$ cat src/rtl/score_argmax_pkg.sv
// Shared types and defaults for the score_argmax classifier head.
package score_argmax_pkg;

  localparam int unsigned DEF_NUM_CLASSES = 10;
  localparam int unsigned DEF_SCORE_W     = 8;

  typedef enum logic [1:0] {
    IDLE,
    SCAN,
    DONE
  } state_e;

  // Index width; a single class still needs a one-bit index port.
  function automatic int unsigned idx_w(input int unsigned n);
    return (n > 1) ? $clog2(n) : 1;
  endfunction

endpackage

$ cat src/rtl/score_argmax.sv
// Sequential argmax over a snapshot of network scores, one class per cycle.
// Optional best-minus-second margin and low-confidence flag: SCORE_ARGMAX_MARGIN_EN.
module score_argmax
  import score_argmax_pkg::*;
#(
  parameter int unsigned NUM_CLASSES   = DEF_NUM_CLASSES,
  parameter int unsigned SCORE_W       = DEF_SCORE_W
`ifdef SCORE_ARGMAX_MARGIN_EN
  ,
  parameter int unsigned MARGIN_THRESH = 16
`endif
) (
  input  logic                          clk,
  input  logic                          rst_n,
  input  logic                          start,
  input  logic [SCORE_W-1:0]            scores [NUM_CLASSES],
  output logic                          busy,
  output logic                          done,
  output logic [idx_w(NUM_CLASSES)-1:0] class_idx,
  output logic [SCORE_W-1:0]            max_score
`ifdef SCORE_ARGMAX_MARGIN_EN
  ,
  output logic [SCORE_W-1:0]            margin,
  output logic                          low_conf
`endif
);

  localparam int unsigned      IDX_W    = idx_w(NUM_CLASSES);
  localparam logic [IDX_W-1:0] LAST_IDX = IDX_W'(NUM_CLASSES - 1);

  state_e               state_q, state_d;
  logic [SCORE_W-1:0]   snap_q [NUM_CLASSES];
  logic [SCORE_W-1:0]   snap_d [NUM_CLASSES];
  logic [SCORE_W-1:0]   best_q, best_d;
  logic [IDX_W-1:0]     best_idx_q, best_idx_d;
  logic [IDX_W-1:0]     idx_q, idx_d;
  logic [IDX_W-1:0]     class_idx_q, class_idx_d;
  logic [SCORE_W-1:0]   max_score_q, max_score_d;
  logic                 busy_q, busy_d;
  logic                 done_q, done_d;
  logic [SCORE_W-1:0]   cand;
`ifdef SCORE_ARGMAX_MARGIN_EN
  logic [SCORE_W-1:0]   second_q, second_d;
  logic [SCORE_W-1:0]   margin_q, margin_d;
  logic                 low_conf_q, low_conf_d;
`endif

  always_comb begin
    state_d     = state_q;
    snap_d      = snap_q;
    best_d      = best_q;
    best_idx_d  = best_idx_q;
    idx_d       = idx_q;
    class_idx_d = class_idx_q;
    max_score_d = max_score_q;
    cand        = '0;
`ifdef SCORE_ARGMAX_MARGIN_EN
    second_d    = second_q;
    margin_d    = margin_q;
    low_conf_d  = low_conf_q;
`endif

    unique case (state_q)
      IDLE, DONE: begin
        if (start) begin
          snap_d     = scores;
          best_d     = scores[0];
          best_idx_d = '0;
          idx_d      = IDX_W'(1);
`ifdef SCORE_ARGMAX_MARGIN_EN
          second_d   = '0;
`endif
          state_d    = SCAN;
        end else begin
          state_d    = IDLE;
        end
      end
      SCAN: begin
        // With one class the scan cycle is empty: snap[0] already holds the answer.
        if (NUM_CLASSES > 1) begin
          cand = snap_q[idx_q];
          if (cand > best_q) begin
`ifdef SCORE_ARGMAX_MARGIN_EN
            second_d   = best_q;
`endif
            best_d     = cand;
            best_idx_d = idx_q;
          end
`ifdef SCORE_ARGMAX_MARGIN_EN
          else if (cand > second_q) begin
            second_d   = cand;
          end
`endif
          idx_d = idx_q + IDX_W'(1);
        end
        if (NUM_CLASSES == 1 || idx_q == LAST_IDX) begin
          state_d     = DONE;
          class_idx_d = best_idx_d;
          max_score_d = best_d;
`ifdef SCORE_ARGMAX_MARGIN_EN
          margin_d    = best_d - second_d;
          low_conf_d  = (32'(margin_d) < MARGIN_THRESH);
`endif
        end
      end
      default: state_d = IDLE;
    endcase

    busy_d = (state_d == SCAN);
    done_d = (state_d == DONE);
  end

  always_ff @(posedge clk or negedge rst_n) begin
    if (!rst_n) begin
      state_q     <= IDLE;
      for (int unsigned i = 0; i < NUM_CLASSES; i++) snap_q[i] <= '0;
      best_q      <= '0;
      best_idx_q  <= '0;
      idx_q       <= '0;
      class_idx_q <= '0;
      max_score_q <= '0;
      busy_q      <= 1'b0;
      done_q      <= 1'b0;
`ifdef SCORE_ARGMAX_MARGIN_EN
      second_q    <= '0;
      margin_q    <= '0;
      low_conf_q  <= 1'b0;
`endif
    end else begin
      state_q     <= state_d;
      snap_q      <= snap_d;
      best_q      <= best_d;
      best_idx_q  <= best_idx_d;
      idx_q       <= idx_d;
      class_idx_q <= class_idx_d;
      max_score_q <= max_score_d;
      busy_q      <= busy_d;
      done_q      <= done_d;
`ifdef SCORE_ARGMAX_MARGIN_EN
      second_q    <= second_d;
      margin_q    <= margin_d;
      low_conf_q  <= low_conf_d;
`endif
    end
  end

  assign busy      = busy_q;
  assign done      = done_q;
  assign class_idx = class_idx_q;
  assign max_score = max_score_q;
`ifdef SCORE_ARGMAX_MARGIN_EN
  assign margin    = margin_q;
  assign low_conf  = low_conf_q;
`endif

endmodule

$ cat config.mk
export PLATFORM = sky130hd
export DESIGN_NAME = score_argmax
export DESIGN_NICKNAME = d
export VERILOG_FILES = /design/src/rtl/score_argmax_pkg.sv /design/src/rtl/score_argmax.sv
export SDC_FILE = /design/constraint.sdc
export NUM_CORES = 1
export LEC_CHECK = 0
export BUFFER_PORTS_ARGS = -buffer_cell sky130_fd_sc_hd__buf_2
export CAP_MARGIN = 30
export CORE_MARGIN = 3
export CORE_UTILIZATION = 50
export CTS_CLUSTER_SIZE = 28
export DETAILED_ROUTE_END_ITERATION = 8
export PLACE_DENSITY = 0.73
export SLEW_MARGIN = 0
export SYNTH_ARGS = -nofsm -noshare
export SYNTH_HDL_FRONTEND = slang
export SYNTH_SLANG_ARGS = --single-unit
$ cat constraint.sdc
create_clock -name clk -period 5.11 [get_ports clk]
set_input_delay 0.7665 -clock clk [delete_from_list [all_inputs] [get_ports clk]]
set_output_delay 0.7665 -clock clk [all_outputs]
set_load 0.01 [all_outputs]
==> results.cfg, run 1 <==
[die]
core_sq_um = 9950
die_h_um = 108
die_area_sq_um = 11600
ioPinCount = 97
start_util_pct = 52.2
die_w_um = 108
row_count = 36

[timing]
setup_viol = 0
skew_ns = 0.0130
worst_pin_slew_ns = 1.01
rsz0062_at_grt = false
post-route-min-period_ns = 4.05
period_share_pct = 79.3
fin_ws_ns = 1.06
maxSlewHeadroom_pct = 32.7
tns_ns = 0
drv_slew = 0
hold_violations = 0
max_freq_mhz = 247

[synthesis]
seq_area_frac_synth_pct = 54.0
yosys_warnings = 0
synth_cell_types = 35
synth_area_sq_um = 5190
syn_avg_cell_area_sq_um = 9.51
ys_ff_latch = 112
syn_inst = 546
syn_nets = 639

[detailed_routing]
vias_per_cell = 5.26
drc_errors = 0
dr.pass1.iters = 4
routed_wl_um = 11900
avgRoutedWirePerCell_um = 15.6
num_vias = 4024
route.antenna.remaining_nets = 0
drtIter0Drc = 250

[hold_path]
holdPathStages = 2
hold_class = flop to flop

[outcome]
status = finished, final reports clean

[clocking]
cts_sinks = 112
hold_buffers = 0
h-tree-depth = 3
cts_tree = yes
cts_buffers = 9
post-cts-setup-buffers = 0
cts_resized = 0
clk_pin_slew_ns = 0.10
clk_latency_ns = 0.37
cts_root_buffer = clkbuf_8
clk_path_buf_depth = 2

[global_routing]
grt_overflow_total = 0
grt_pass1_vias = 3959
grt_max_degree = 90
grt_pass1_wl_um = 19600
antenna_found_initial = 0
track_usage_pct = 21.8

[critical_path]
path_class = flop to flop
r2r_cells = 10
worst_setup_path_start_kind = flop
cp_cell_sequence = buf_4, mux2_2, a221o_1, ha_1, and4b_1, a211oi_1, o32ai_2, buf_4, nor2_1, a221o_1
cp_slowest_cell = dfrtp_1
required_ns = 5.42
critPathMaxStageDelay_ns = 1.02
crit_fanout = 23
cp-end-kind = flop
cp.arrival_ns = 4.36

[layout]
mostFrequentLayoutCell = nand2_1
fin_nets = 720
final_cell_mix = nand2_1, dfrtp_1, buf_2, mux2i_1, a221o_1
n_antenna_cell = 0
final_area_sq_um = 5940
nFillCells = 900
area.growth.synth_to_final_pct = 14.4
drive_gt1_share_pct = 21.7

[placed_design]
routabilityCongestion = 0.849
place_ws_ns = 1.09
dp.final_hpwl_um = 8770
io_buffers = 96
postPlaceCellArea_sq_um = 5760

[job]
maxCapViolations = 0

[power]
p_leak_nw = 3.16
powerDensity_nw_per_um2 = 655
peakVddDrop_v = 0.000343
## cell type report
cell class / count / area (sq um) / share of cell area (%)
Clock buffer: 11 / 131 / 2.21
Sequential cell: 112 / 2800 / 47.2
Inverter: 10 / 37.5 / 0.632
Timing Repair Buffer: 104 / 563 / 9.48
Multi-Input combinational cell: 390 / 2210 / 37.1
Tap cell: 133 / 166 / 2.80
Clock inverter: 5 / 33.8 / 0.569
## path summary, 6_finish.rpt
kind / end / slack (ns) / startpoint
setup / recovery: best_q[2] / 1.06 / idx_q[1]
hold / removal: class_idx[3] / 0.47 / class_idx[3]
setup reg to reg: best_q[2] / 1.06 / idx_q[1]
hold reg to reg: class_idx[3] / 0.47 / class_idx[3]
max in group asynchronous: snap_q[32] / 3.50 / rst_n
min in group asynchronous: class_idx[2] / 0.48 / rst_n
## power by group
part	internal [mW]	switching (mW)	total, mW
clock	0.177	0.290	0.468
sequential	1.29	0.290	1.58
combinational	0.823	1.02	1.85
## worst max-delay path, delay by kind of cell, from the launching register on
kind            cells  cell delay (ns)
mux                 1             0.38
fa+ha+maj           1             0.32
compound gates      4             1.13
flops               1             1.02
simple gates        2             0.57
buf+inv             2             0.56
## cell usage after synthesis
cell / count / area, sq um
nand4_1: 2 / 12.5
and3b_1: 2 / 17.5
ha_1: 10 / 125
nand3_1: 11 / 55.1
o21ai_0: 11 / 55.1
clkbuf_1: 24 / 90.1
buf_2: 4 / 20.0
and2_1: 6 / 37.5
mux4_1: 2 / 52.6
nand2_1: 247 / 927
buf_6: 1 / 11.3
a221o_1: 15 / 150
and4b_1: 1 / 10.0
nor3_1: 3 / 15.0
o21ai_1: 1 / 5.00
o21a_1: 1 / 7.51
a21o_1: 8 / 60.1
mux4_2: 6 / 135
o22ai_1: 9 / 56.3
and4_1: 1 / 8.76
nor2_1: 5 / 18.8
inv_1: 10 / 37.5
o311ai_0: 7 / 61.3
a21oi_1: 5 / 25.0
mux2i_1: 19 / 190
o32ai_2: 1 / 16.3
dfrtp_1: 112 / 2800
nand2b_1: 2 / 12.5
a211oi_2: 1 / 12.5
or3b_2: 2 / 17.5
mux2_2: 7 / 78.8
buf_12: 1 / 20.0
buf_1: 4 / 15.0
a211oi_1: 1 / 7.51
nor2b_1: 4 / 25.0
## per-stage QoR
step	hold WS, ns	util [%]	std cells	power (mW)
floorplan	0.437	-	546	2.92
global placement	0.451	57.7	747	3.35
detailed placement	0.453	57.8	748	3.44
CTS	0.476	59.5	764	3.91
global route	0.497	59.7	765	4.23
finish	0.471	59.7	765	3.89
## state kept, by name, summed over array words and instances (netlist names)
signal      flops
best_idx_q      4
best_q          8
busy            1
class_idx       4
done            1
idx_q           4
max_score       8
snap_q         80
state_q         2
## layer usage
layer	global-route usage (%)	wire, um	vias to the layer above
met3	3.42	641	10
met2	34.5	5780	102
li1	-	-	1978
met1	31.3	5400	1934
met5	0	0	-
met4	6.22	109	0
## cells by family after synthesis
family	share of synthesized area (%)
adder cells (fa/ha/maj)	2.41
flip-flops	54.0
AO/OA/AOI/OAI	8.80
multiplexers	8.80
AND/OR/NAND/NOR	22.3
buffers and inverters	3.74
No activity file was read; power rests on OpenSTA's default activity.
==> run 2, diff against run 1 <==
--- a/config.mk
+++ b/config.mk
@@ -5,6 +5,7 @@
 export SDC_FILE = /design/constraint.sdc
 export NUM_CORES = 1
 export LEC_CHECK = 0
+export ABC_AREA = 1
 export BUFFER_PORTS_ARGS = -buffer_cell sky130_fd_sc_hd__buf_2
 export CAP_MARGIN = 30
 export CORE_MARGIN = 3
==> constraint.sdc (replaced) <==
create_clock -name clk -period 3.8 [get_ports clk]
set_input_delay 0.57 -clock clk [delete_from_list [all_inputs] [get_ports clk]]
set_output_delay 0.57 -clock clk [all_outputs]
set_load 0.01 [all_outputs]
==> run 2 against run 1 <==
Cell area increased by 4.7%. First-iteration DRC count grew 21%. Count of clock-buffer cells in the layout increased by 1. Setup slack lost 0.70 ns. Critical endpoint is now class_idx[1]. Combinational power up 57%. Area after synthesis rose by 5.7%. Synthesized cell count up 34%. Register-to-register slack got worse by 0.70 ns. Largest cell class unchanged. Fmax is 18% higher. Global-route usage rose by 0.79 points. Highest routed layer unchanged. Largest power group unchanged. Sequential share of layout area decreased by 2.1 points.
==> results.cfg, run 2 <==
[critical_path]
critPathMaxStageDelay_ns = 0.75
crit_fanout = 20
required_ns = 4.07
cp.buffers_inverters = 4
worst_path_most_repeated_cell = nand2_1
worst_setup_path_start_kind = flop
cp.depth = 18
critPathTopFamily = simple AND/OR/NAND/NOR gates
cp.arrival_ns = 3.71
r2r_cells = 18
cp_slowest_cell = dfrtp_1
cp-end-kind = flop
path_class = flop to flop
cp_cell_sequence = inv_1, nand3_1, nand3_1, nand3_1, nand2_1, ha_1, nand2_1, inv_1, nand2_1, nand2_1, nand2_1, nand2_1, nand2_1, buf_4, inv_1, nand2_1, nand3_1, nand2_1

[synthesis]
synthAdderAreaFrac_pct = 2.28
synth_xor_area_share_pct = 0.160
yosys.area.top_type = dfrtp_1
syn_nets = 825
synthTopCellsByArea = dfrtp_1, nand2_1, inv_1
synth-compound-area-share_pct = 7.22
synth-simple-area-share_pct = 29.2
ys.flop_type = dfrtp_1
synth_top_family_by_area = simple AND/OR/NAND/NOR gates
yosysTopAreaCellShare_pct = 51.0
synth-edff-count = 0
seq_area_frac_synth_pct = 51.0
synth-async-reset-ratio_pct = 100
synth_cell_types = 21
yosysMostFrequentCell = nand2_1
syn_avg_cell_area_sq_um = 7.50
yosys_warnings = 0
syn_inst = 732
ys_ff_latch = 112
synth_area_sq_um = 5490
synth_common_cells = nand2_1, dfrtp_1, inv_1
yosys-mux-area-fraction_pct = 0

[layout]
drive_gt1_share_pct = 15.8
fin_nets = 904
area.growth.synth_to_final_pct = 13.3
mostFrequentLayoutCell = nand2_1
largest-register = snap_q
final_cell_mix = nand2_1, dfrtp_1, buf_2, inv_1, o21ai_0
nFillCells = 968
multiInputGateArea_sq_um = 2140
largest_reg_flops = 80
n_antenna_cell = 0
regArea_sq_um = 2800

[global_routing]
track_usage_pct = 22.5
antenna_found_initial = 0
grt_pass1_wl_um = 22800
grt_pass1_vias = 4858
grt_max_degree = 100
grt_overflow_total = 0

[clocking]
clk_pin_slew_ns = 0.11
clk_latency_ns = 0.38
cts_resized = 0
post-cts-setup-buffers = 0
cts_tree = yes
cts_root_buffer = clkbuf_8
hold_buffers = 0
cts_buffers = 9
cts_sinks = 112
clk_path_buf_depth = 2
h-tree-depth = 3

[outcome]
status = finished, final reports clean

[detailed_routing]
num_vias = 4846
avgRoutedWirePerCell_um = 14.1
vias_per_cell = 5.10
drtIter0Drc = 302
dr.pass1.iters = 4
drc_errors = 0
route.antenna.remaining_nets = 0
routed_wl_um = 13400

[power]
fin_total_pwr_mw = 5.70
powerDensity_nw_per_um2 = 916
p_leak_nw = 3.45
peakVddDrop_v = 0.000398

[job]
maxCapViolations = 0

[timing]
worst_pin_slew_ns = 0.915
setup_viol = 0
hold-worst-slack_ns = 0.304
rsz0062_at_grt = false
period_share_pct = 90.5
drv_slew = 0
post-route-min-period_ns = 3.44
maxSlewHeadroom_pct = 39.0
tns_ns = 0
skew_ns = 0.0143
max_freq_mhz = 291
hold_violations = 0

[die]
start_util_pct = 52.2
core_sq_um = 10500
die_area_sq_um = 12300
row_count = 37
die_h_um = 111
die_w_um = 111
ioPinCount = 97

[hold_path]
hold_class = input pin to asynchronous set/reset pin

[placed_design]
io_buffers = 96
routabilityCongestion = 0.858
dp.final_hpwl_um = 9660
## run 2: final timing paths
path	endpoint	slack (ns)	startpoint
min reg2reg	class_idx[3]	0.48	class_idx[3]
min	snap_q[42]	0.30	rst_n
max	class_idx[1]	0.36	idx_q[1]
max reg2reg	class_idx[1]	0.36	idx_q[1]
max in group asynchronous	snap_q[57]	2.63	rst_n
min in group clk	snap_q[12]	0.38	scores[12]
## run 2: routing by layer
metal	wire (um)	share of wire, %	GRT usage (%)	up-vias
li1	-	-	-	2390
met1	6170	46	30.8	2311
met2	6390	48	37.1	131
met3	695	5.2	4.20	14
met4	178	1.3	5.99	0
met5	0	0	0	-
## run 2: report_power, final
group          internal [mW]  switching (mW)
combinational          0.975            1.93
sequential              1.77           0.281
clock                  0.354           0.391
## run 2: layout make-up
cell class	instances	area share [%]
Sequential cell	112	45.1
Multi-Input combinational cell	492	34.3
Clock inverter	3	0.644
Clock buffer	12	2.66
Timing Repair Buffer	105	9.05
Inverter	91	5.51
Tap cell	136	2.74
## run 2: kinds of logic (layout without fill, tap and decap cells)
logic type	after synthesis	in the layout
flops	112	112
simple gates	403	403
buf+inv	128	211
xor+xnor	1	1
fa+ha+maj	10	10
compound gates	78	78
## run 2: per-stage QoR
stage / cell area [sq um] / std cells / util, % / setup WS [ns]
3_5_place_dp: 6010 / 936 / 57.2 / 0.453
6_report: 6220 / 951 / 59.2 / 0.361
4_1_cts: 6220 / 951 / 59.2 / 0.406
5_1_grt: 6220 / 951 / 59.2 / 0.0560
2_1_floorplan: 5490 / 732 / - / 1.59
3_3_place_gp: 6010 / 936 / 57.2 / 0.536
## run 2: worst register-to-register path, cell delays in order, from the launching register on
cell,delay (ns)
dfrtp_1,0.75
inv_1,0.48
nand3_1,0.21
nand3_1,0.12
nand3_1,0.12
nand2_1,0.10
ha_1,0.32
nand2_1,0.07
inv_1,0.07
nand2_1,0.05
nand2_1,0.05
nand2_1,0.04
nand2_1,0.05
nand2_1,0.04
buf_4,0.18
inv_1,0.33
nand2_1,0.15
nand3_1,0.11
nand2_1,0.06
==> run 3, diff against run 2 <==
--- a/config.mk
+++ b/config.mk
@@ -8,11 +8,12 @@
 export ABC_AREA = 1
 export BUFFER_PORTS_ARGS = -buffer_cell sky130_fd_sc_hd__buf_2
 export CAP_MARGIN = 30
+export CORE_ASPECT_RATIO = 1.1
 export CORE_MARGIN = 3
-export CORE_UTILIZATION = 50
+export CORE_UTILIZATION = 42
 export CTS_CLUSTER_SIZE = 28
 export DETAILED_ROUTE_END_ITERATION = 8
-export PLACE_DENSITY = 0.73
+export PLACE_DENSITY = 0.72
 export SLEW_MARGIN = 0
 export SYNTH_ARGS = -nofsm -noshare
 export SYNTH_HDL_FRONTEND = slang
==> run 3 against run 2 <==
Clock power is 36% higher. Global-route usage is 3.3 points lower. Power is 4.5% higher. Setup slack better by 0.62 ns. Register-to-register slack better by 0.62 ns. First-iteration DRC count is 7.9% higher. Cell area is 2.3% higher. Final cell count is 2.2% higher. Fmax is 22% higher. Count of clock-buffer cells in the layout is 2 lower. Largest power group unchanged. Highest routed layer unchanged.
==> results.cfg, run 3 (same netlist as run 2, synthesis figures left out) <==
[outcome]
status = finished, final reports clean

[global_routing]
track_usage_pct = 19.3
grt_overflow_total = 0
antenna_found_initial = 0
grt_pass1_vias = 4617
grt_pass1_wl_um = 22100
grt_max_degree = 64

[timing]
max_freq_mhz = 354
rsz0062_at_grt = false
tns_ns = 0
drv_slew = 0
period_share_pct = 74.3
hold_violations = 0
setup_viol = 0
post-route-min-period_ns = 2.82
maxSlewHeadroom_pct = 54.2
worst_pin_slew_ns = 0.686
skew_ns = 0.00780

[critical_path]
required_ns = 4.09
crit_fanout = 37
ff2ff_setup_slack_ns = 0.98
worst_setup_path_start_kind = flop
r2r_end = best_q[5]
worstReg2RegStart = idx_q[0]
cp_cell_sequence = inv_2, nand2_1, nand3_1, nand3_1, nand3_1, nand2_1, ha_1, nand2_1, nand2_1, nand2_1, nand2_1, nand2_1, nand2_1, nand2_1, inv_1, nand2_1, nand2_1, nand2_1, nand2_1
critPathMaxStageDelay_ns = 0.46
critPathTopFamily = simple AND/OR/NAND/NOR gates
cp.arrival_ns = 3.11
cp_slowest_cell = inv_2
cp-end-kind = flop
worst_path_most_repeated_cell = nand2_1
r2r_cells = 19
path_class = flop to flop
cp.buffers_inverters = 2

[placed_design]
io_buffers = 96
postPlaceCellArea_sq_um = 6040
dp.final_hpwl_um = 9600
routabilityCongestion = 0.873
place_inst = 957

[clocking]
cts_sinks = 112
cts_root_buffer = clkbuf_16
h-tree-depth = 3
clk_path_buf_depth = 2
hold_buffers = 0
post-cts-setup-buffers = 0
clk_pin_slew_ns = 0.07
cts_resized = 0
cts_tree = yes
cts_buffers = 9
clk_latency_ns = 0.35

[job]
maxCapViolations = 0

[detailed_routing]
num_vias = 4676
drc_errors = 0
vias_per_cell = 4.81
dr.pass1.iters = 5
route.antenna.remaining_nets = 0
drtIter0Drc = 326
routed_wl_um = 13300
avgRoutedWirePerCell_um = 13.7

[layout]
n_antenna_cell = 0
final_area_sq_um = 6360
final_cell_mix = nand2_1, dfrtp_1, buf_2, inv_1, o21ai_0
drive_gt1_share_pct = 15.8
mostFrequentLayoutCell = nand2_1
area.growth.synth_to_final_pct = 15.9
final_cells = 972
fin_nets = 904
largest-register = snap_q
largest_reg_flops = 80

[die]
die_w_um = 115
die_h_um = 126
start_util_pct = 43.2
die_area_sq_um = 14500
core_sq_um = 12700
ioPinCount = 97
row_count = 43

[power]
powerDensity_nw_per_um2 = 936
peakVddDrop_v = 0.000507
p_leak_nw = 3.50

[hold_path]
hold_class = input pin to asynchronous set/reset pin
run 3: cell types whose count changed in the layout (fill, tap and decap cells not counted):
cell | before | now
clkbuf_8 | 12 | 1
clkbuf_16 | 0 | 9
bufinv_16 | 1 | 2
clkinv_4 | 0 | 1
clkinvlp_4 | 0 | 1
clkinv_2 | 3 | 2
run 3: worst max path at each step:
stage / cells after the start / end / from
after floorplan: 18 / best_q[1] / idx_q[0]
final: 19 / best_q[5] / idx_q[0]
after CTS: 19 / best_q[5] / idx_q[0]
after detailed placement: 19 / best_q[5] / idx_q[0]
after global placement: 19 / best_q[5] / idx_q[0]
after global routing: 19 / best_q[5] / idx_q[0]
run 3: final cells by class:
cell class | instances | area, sq um
Clock buffer | 10 | 239
Inverter | 91 | 343
Timing Repair Buffer | 105 | 563
Tap cell | 157 | 196
Multi-Input combinational cell | 492 | 2140
Fill cell | 1263 | 6340
Sequential cell | 112 | 2800
Clock inverter | 5 | 81.3
run 3: power breakdown:
group / switching (mW) / total, mW / leakage, nW / internal [mW]
sequential: 0.240 / 2.01 / 1.38 / 1.77
combinational: 1.96 / 2.93 / 1.97 / 0.970
clock: 0.420 / 1.01 / 0.155 / 0.592
run 3: stage by stage:
stage               hold WS (ns)  power, mW  utilization (%)  setup slack [ns]
finish                     0.154       5.95             50.1             0.976
global route               0.188       6.55             50.1             0.669
CTS                        0.162       5.99             50.1              1.01
detailed placement         0.462       4.94             47.6              1.04
global placement           0.461       4.89             47.6              1.06
floorplan                  0.274       4.21                -              1.59
run 3: metal layers:
layer  vias to the layer above  track usage, %  wire length [um]
li1                       2393               -                 -
met1                      2136            26.5              6200
met2                       127            30.5              6140
met3                        20            3.12               633
met4                         0            7.60               322
met5                         -               0                 0
